<file path="src/rtl/aes_word_loader.sv">
// ---------------------------------------------------------------------------
// aes_word_loader
//
// Stream adapter that sits between the bus/DMA side and the AES core.
// It collects four 32-bit plaintext words into a 128-bit block, launches the
// core with a one-cycle start pulse, captures the ciphertext when the core
// signals completion, and streams the result back out as four 32-bit words.
//
// Parameters
//   WORD_ORDER  0: first stream word <-> bits [127:96] (MSB-first)
//               1: first stream word <-> bits [31:0]
//               The same mapping is used for the input and output streams.
//
// Ports
//   clk         system clock, rising edge
//   rst         asynchronous reset, active-low
//   in_valid    plaintext word valid
//   in_ready    loader can accept a word (input buffer not full)
//   in_data     plaintext word
//   out_valid   ciphertext word valid
//   out_ready   downstream accepts the word
//   out_data    ciphertext word
//   out_last    marks the 4th word of a block
//   aes_start   one-cycle start pulse to the core
//   aes_plain   assembled plaintext block to the core
//   aes_busy    core busy
//   aes_done    core completion pulse
//   aes_cipher  core ciphertext, valid while aes_done=1
//   err         sticky protocol error (completion seen outside RUN)
// ---------------------------------------------------------------------------
module aes_word_loader #(
  parameter int WORD_ORDER = 0
) (
  input  logic         clk,
  input  logic         rst,
  input  logic         in_valid,
  output logic         in_ready,
  input  logic [31:0]  in_data,
  output logic         out_valid,
  input  logic         out_ready,
  output logic [31:0]  out_data,
  output logic         out_last,
  output logic         aes_start,
  output logic [127:0] aes_plain,
  input  logic         aes_busy,
  input  logic         aes_done,
  input  logic [127:0] aes_cipher,
  output logic         err
);

  typedef enum logic [1:0] {
    IDLE   = 2'd0,
    LAUNCH = 2'd1,
    RUN    = 2'd2
  } state_t;

  state_t         state;
  logic [127:0]   in_buf;
  logic [127:0]   out_buf;
  logic [2:0]     in_cnt;
  logic [2:0]     out_cnt;
  logic [1:0]     out_slot;

  // Stream slot (0 = first word) to 32-bit lane position inside the block.
  function automatic logic [1:0] slot_pos(input logic [1:0] slot);
    if (WORD_ORDER != 0) begin
      return slot;
    end
    return 2'd3 - slot;
  endfunction

  function automatic logic [127:0] put_word(input logic [127:0] blk,
                                            input logic [1:0]   slot,
                                            input logic [31:0]  w);
    logic [127:0] r;
    r = blk;
    r[{slot_pos(slot), 5'd0} +: 32] = w;
    return r;
  endfunction

  function automatic logic [31:0] get_word(input logic [127:0] blk,
                                           input logic [1:0]   slot);
    return blk[{slot_pos(slot), 5'd0} +: 32];
  endfunction

  // Buffers, counters and launch/capture FSM.
  always_ff @(posedge clk or negedge rst) begin
    if (!rst) begin
      state     <= IDLE;
      in_cnt    <= 3'd0;
      out_cnt   <= 3'd0;
      in_buf    <= '0;
      out_buf   <= '0;
      aes_start <= 1'b0;
      err       <= 1'b0;
    end else begin
      if (in_valid && in_ready) begin
        in_buf <= put_word(in_buf, in_cnt[1:0], in_data);
        in_cnt <= in_cnt + 3'd1;
      end

      if (out_valid && out_ready) begin
        out_cnt <= out_cnt - 3'd1;
      end

      // A completion pulse we did not ask for is a core/protocol fault.
      if (aes_done && (state != RUN)) begin
        err <= 1'b1;
      end

      case (state)
        IDLE: begin
          // Launch only once the previous result has fully drained, so a
          // capture can never collide with an output transfer.
          if ((in_cnt == 3'd4) && (out_cnt == 3'd0) && !aes_busy) begin
            state     <= LAUNCH;
            aes_start <= 1'b1;
          end
        end
        LAUNCH: begin
          // The core samples aes_plain on this edge, so the input buffer
          // is free to refill from here on.
          state     <= RUN;
          aes_start <= 1'b0;
          in_cnt    <= 3'd0;
        end
        RUN: begin
          if (aes_done) begin
            state   <= IDLE;
            out_buf <= aes_cipher;
            out_cnt <= 3'd4;
          end
        end
        default: begin
          state     <= IDLE;
          aes_start <= 1'b0;
        end
      endcase
    end
  end

  // out_cnt counts down 4..1, so the word index is 4 - out_cnt (mod 4).
  assign out_slot  = 2'(3'd4 - out_cnt);

  assign in_ready  = (in_cnt != 3'd4);
  assign aes_plain = in_buf;
  assign out_valid = (out_cnt != 3'd0);
  assign out_last  = (out_cnt == 3'd1);
  assign out_data  = get_word(out_buf, out_slot);

endmodule

</file>
<file path="config.mk">
export PLATFORM = sky130hd
export DESIGN_NAME = aes_word_loader
export DESIGN_NICKNAME = d
export VERILOG_FILES = /design/src/rtl/aes_word_loader.sv
export SDC_FILE = /design/constraint.sdc
export NUM_CORES = 1
export LEC_CHECK = 0
export BUFFER_PORTS_ARGS = -buffer_cell sky130_fd_sc_hd__buf_2
export CAP_MARGIN = 20
export CORE_ASPECT_RATIO = 1.5
export CORE_UTILIZATION = 30
export DETAILED_ROUTE_END_ITERATION = 8
export GPL_TIMING_DRIVEN = 0
export MAX_ROUTING_LAYER = met4
export PLACE_DENSITY = 0.53
export RECOVER_POWER = 100
export SETUP_SLACK_MARGIN = 0.4
export SYNTH_ARGS = -nofsm -noshare
export SYNTH_HDL_FRONTEND = slang
export SYNTH_SLANG_ARGS = --single-unit
</file>
<file path="constraint.sdc">
create_clock -name clk -period 4.8 [get_ports clk]
set_input_delay 0.24 -clock clk [delete_from_list [all_inputs] [get_ports clk]]
set_output_delay 0.24 -clock clk [all_outputs]
set_load 0.005 [all_outputs]
</file>
After elaboration in Yosys (flattened, before gate mapping)
Cells that the tools add are included.
{"block": "op_classes", "n_mul": 0, "n_lt_le_gt_ge": 0, "shifts": 3, "bitwise_logic": 1, "n_mux": 11, "add_sub_neg": 6, "n_div": 0, "eq_ne": 8, "reduce_logical": 13}
{"op": "$bwmux W128", "n": 1}
{"op": "$shift A32 B9 Y128 const A", "n": 1}
{"op": "$shiftx A128 B8 Y32", "n": 1}
{"op": "$shiftx A32 B9 Y128", "n": 1}
{"op": "$mux W3", "n": 5}
{"op": "$neg A7 Y9", "n": 1}
{"op": "$ne A2 B2 Y1 const B", "n": 3}
{"op": "$pmux W2 S3", "n": 1}
{"op": "$reduce_and A2 Y1", "n": 3}
{"op": "$logic_and A1 B1 Y1", "n": 5}
{"op": "$mux W2", "n": 2}
{"op": "$sub A2 B2 Y2 const A", "n": 2}
{"op": "$add A3 B1 Y3 const B", "n": 1}
{"op": "$eq A3 B1 Y1 const B", "n": 1}
{"op": "$eq A3 B3 Y1 const B", "n": 1}
{"op": "$logic_not A3 Y1", "n": 1}
{"op": "$ne A3 B3 Y1 const B", "n": 1}
{"op": "$reduce_bool A3 Y1", "n": 1}
{"op": "$sub A3 B1 Y3 const B", "n": 1}
{"op": "$eq A2 B1 Y1 const B", "n": 1}
{"op": "$eq A2 B2 Y1 const B", "n": 1}
{"op": "$logic_not A2 Y1", "n": 1}
{"op": "$pmux W1 S2", "n": 1}
{"op": "$reduce_bool A2 Y1", "n": 1}
{"op": "other kinds (4)", "n": 4}
{"block": "totals", "ram_bits": 0, "latchBits": 0, "reg_bits": 266, "rom_bits": 0, "n_memories": 0, "input_bits": 166, "elab_cells": 49}

Longest topological paths before layout
{"block": "logic_depth", "ltp_word": 5, "depth_mapped": 8, "mapped_depth_nobuf": 6}

Worst setup path before layout
OpenSTA, ideal clock, no wires.
{"block": "synth_timing", "kind": "reg-to-output", "from": "register out_cnt[0]", "to": "output port out_data[0]", "slack_ns": 2.490, "stages_incl_launch_ff": 8, "t_arrival_ns": 2.070, "required_ns": 4.560, "path_cell_list": "dfrtp_1 > buf_2 > buf_2 > inv_1 > ha_1 > clkbuf_1 > clkbuf_1 > mux4_2"}
{"block": "synth_via", "elab_chain_cells": 3}
{"element": "start, declared", "line_no": "61", "source": "logic [2:0] out_cnt;"}
{"element": "start signal, assigned", "line_no": "103", "source": "out_cnt <= out_cnt - 3'd1;"}
{"element": "$sub A1 B2 Y2", "line_no": "143", "source": "assign out_slot = 2'(3'd4 - out_cnt);"}
{"element": "$sub A2 B2 Y2", "line_no": "69", "source": "return 2'd3 - slot;"}
{"element": "$shiftx A128 B8 Y32", "line_no": "83", "source": "return blk[{slot_pos(slot), 5'd0} +: 32];"}
{"element": "end, declared", "line_no": "41", "source": "output logic [31:0] out_data,"}
Every way passes these cells.

Final worst setup path
{"block": "layout_timing", "from": "register out_cnt[0]", "to": "output port out_data[21]"}
The elaborated chain is that of the path after synthesis.

==> metrics.txt <==
Post-DP Area=13270 µm²; Crit Path Class=flip-flop to output pin; Core Area=35950 µm²; CP top delay family=buffers and inverters; reg2reg setup slack=about 2.1 ns; most frequent cells in the layout=dfrtp_1, buf_2, dlygate4sd3_1, clkbuf_1, mux2_1; Syn Nets=911; initial antenna violation count=1; Slew headroom=-0.3696; Slowest cell on crit path=clkbuf_1; layout cell share with drive strength beyond 1=0.2521; Final #Nets=approximately 1400; Fmax=238.5 MHz; total CTS buffers=28; Worst VDD drop=just under 0.0003 V; Synth Area per Inst=14.88 µm²; Worst-Skew Late Latency=0.55 ns; clk sink count=266; Yosys reg bits=266; Die Ht=~240 µm; wire length per cell=between 15 and 20 µm; hold_buf cts=165; Setup Skew=about 0.018 ns; top post-synthesis cells by area=dfrtp_1, mux2_1, a22o_1; die width=158.0 µm; CTS tree=done; pwr dens=614.3 nW/µm²; 1st-pass router iterations=6; GRT Total Usage=0.1888; IO buf count=330; post-route worst setup slack=0.6067 ns; TNS Setup=0 ns; synthesized area=about 11000 µm²; gr ovfl total=0; # IOs=331; commonest non-fill, non-tap cell in the layout=dfrtp_1; Pleak=slightly above 7 nW; Critical Path Most Common Cell=clkbuf_1; cell taking the most area after synthesis=dfrtp_1; Tmin final=4.193 ns; status=finished with violations; post-synth cell types=38; std cell rows=85; CP max stage delay=0.79 ns; post-synth top area share=0.6077; total of max-cap violations=1; failing checks=max-capacitance violations, max-slew violations; Ys Warns=0; sequential share of the synthesized area=0.6077; Worst Hold Class=input port to async pin; Hold Violations, Final=0; area grow syn2layout=43.32%; reg2reg end=aes_plain[97]; Detailed Route Iter0 Violations=246; Fill cells=approximately 3400; CP startpoint=out_cnt[0]; post-CTS setup repair buffer count=0; WP buf/inv=6; max-slew violations=a little under 80; crit path capture type=output pin; Vias=8309; CTS Buffer Depth=3; Die Area=37290 µm²; H-tree depth=1; DR DRC count=0; Avg Vias per Cell=roughly 4.7; Mapped Cells=approximately 740; Worst Path Arrival=3.95 ns; Startpoint Class=flip-flop; worst-path cell chain=clkbuf_1, buf_2, inv_1, ha_1, clkbuf_1, clkbuf_1, mux4_2, buf_2; post-layout util=0.4367; first-pass GRT wire length=52.20 mm; largest fanout on the critical path=10; WL final=roughly 34 mm; reg2reg start=in_cnt[0]; worst-case reg-to-reg path depth=7; period utilization=0.8736; post-cts sizing count=0; vias in the first global route=9166; pre-CTS setup slack=1.356 ns; initial core utilization=0.3047; worst slew pin tran=2.054 ns; hpwl dp=24.17 mm; Crit path required time=4.56 ns; unrepaired setup endpoints after global routing=no; Routed Antenna Nets=0; CTS clk-pin slew, worst paths=0.06 ns; setup violators final=0; largest net degree at the start of global routing=about 110; RePlAce Congestion=0.7836; fin area=15700 µm²; CTS root buf=clkbuf_16; worst hold slack=0.2577 ns
==> flip-flops by register name (all words and copies together) (netlist names) <==
name	cells
err	1
out_cnt	3
aes_plain	128
out_buf	128
state	2
aes_start	1
in_cnt	3
==> report_power, final <==
group          switching, mW  internal, mW
registers              0.546          3.27
logic                   1.74          1.77
clock network          0.942          1.38
==> final cells by class <==
type                    instances  area (µm²)  share of cell area
diodes                          1       2.502           0.0001594
plain buffers                  54       275.3             0.01754
clock buffers                  37       825.8             0.05261
clock inverters                15       172.7             0.01100
inverters                      42       157.7             0.01004
multi-input cells             374        3809              0.2426
flip-flops and latches        266        6656              0.4240
well taps                     478       598.1             0.03810
repair buffers                497        3201              0.2039
==> per-layer routing <==
metal / up-vias / track usage / wire [µm] / share of wire
li1: 3780 / - / - / -
met1: 4180 / 0.2109 / 13310 / 0.39
met2: 289 / 0.3332 / 17530 / 0.52
met3: 60 / 0.03858 / 2217 / 0.065
met4: 0 / 0.05798 / 891 / 0.026
met5: - / - / 0 / 0
==> cells by family (layout without fill, tap and decap cells) <==
family | count (synthesis) | after routing | share of synthesized area
mux | 160 | 160 | 0.1974
fa+ha+maj | 9 | 9 | 0.01028
other cells | 0 | 1 | 0
buf+inv | 96 | 645 | 0.04455
compound gates | 142 | 142 | 0.1002
flops | 266 | 266 | 0.6077
simple gates | 63 | 63 | 0.03987
==> cell usage after synthesis (all sizes together) <==
cell / instances
nor2: 4
a21bo: 1
o21ai: 34
nand2: 8
and2: 1
a311o: 1
or3: 2
a21boi: 2
mux4: 32
nor3: 2
a22o: 96
ha: 9
dfrtp: 266
a21oi: 6
and4b: 2
nor4b: 1
a21o: 1
nor4: 2
or4: 1
mux2: 128
inv: 42
buf: 49
nand4: 32
nand2b: 2
nor4bb: 1
o21bai: 1
nand3: 1
nor2b: 3
and3: 1
clkbuf: 5
==> per-stage QoR <==
stage	std cells	total power, mW
6_report	1764	9.643
5_1_grt	1764	10.27
4_1_cts	1763	9.959
3_5_place_dp	1546	7.475
3_3_place_gp	1544	7.408
2_1_floorplan	736	5.772
==> how the worst max path moves through the flow <==
stage / end / slack (ns) / cells after the start
2_1_floorplan: out_data[0] / 2.49 / 7
3_3_place_gp: aes_plain[84] / -1.72 / 1
3_5_place_dp: out_data[5] / 1.36 / 8
4_1_cts: out_data[18] / 0.77 / 8
5_1_grt: out_data[25] / 0.37 / 8
6_report: out_data[21] / 0.61 / 8
(Power assumes the default switching activity.)
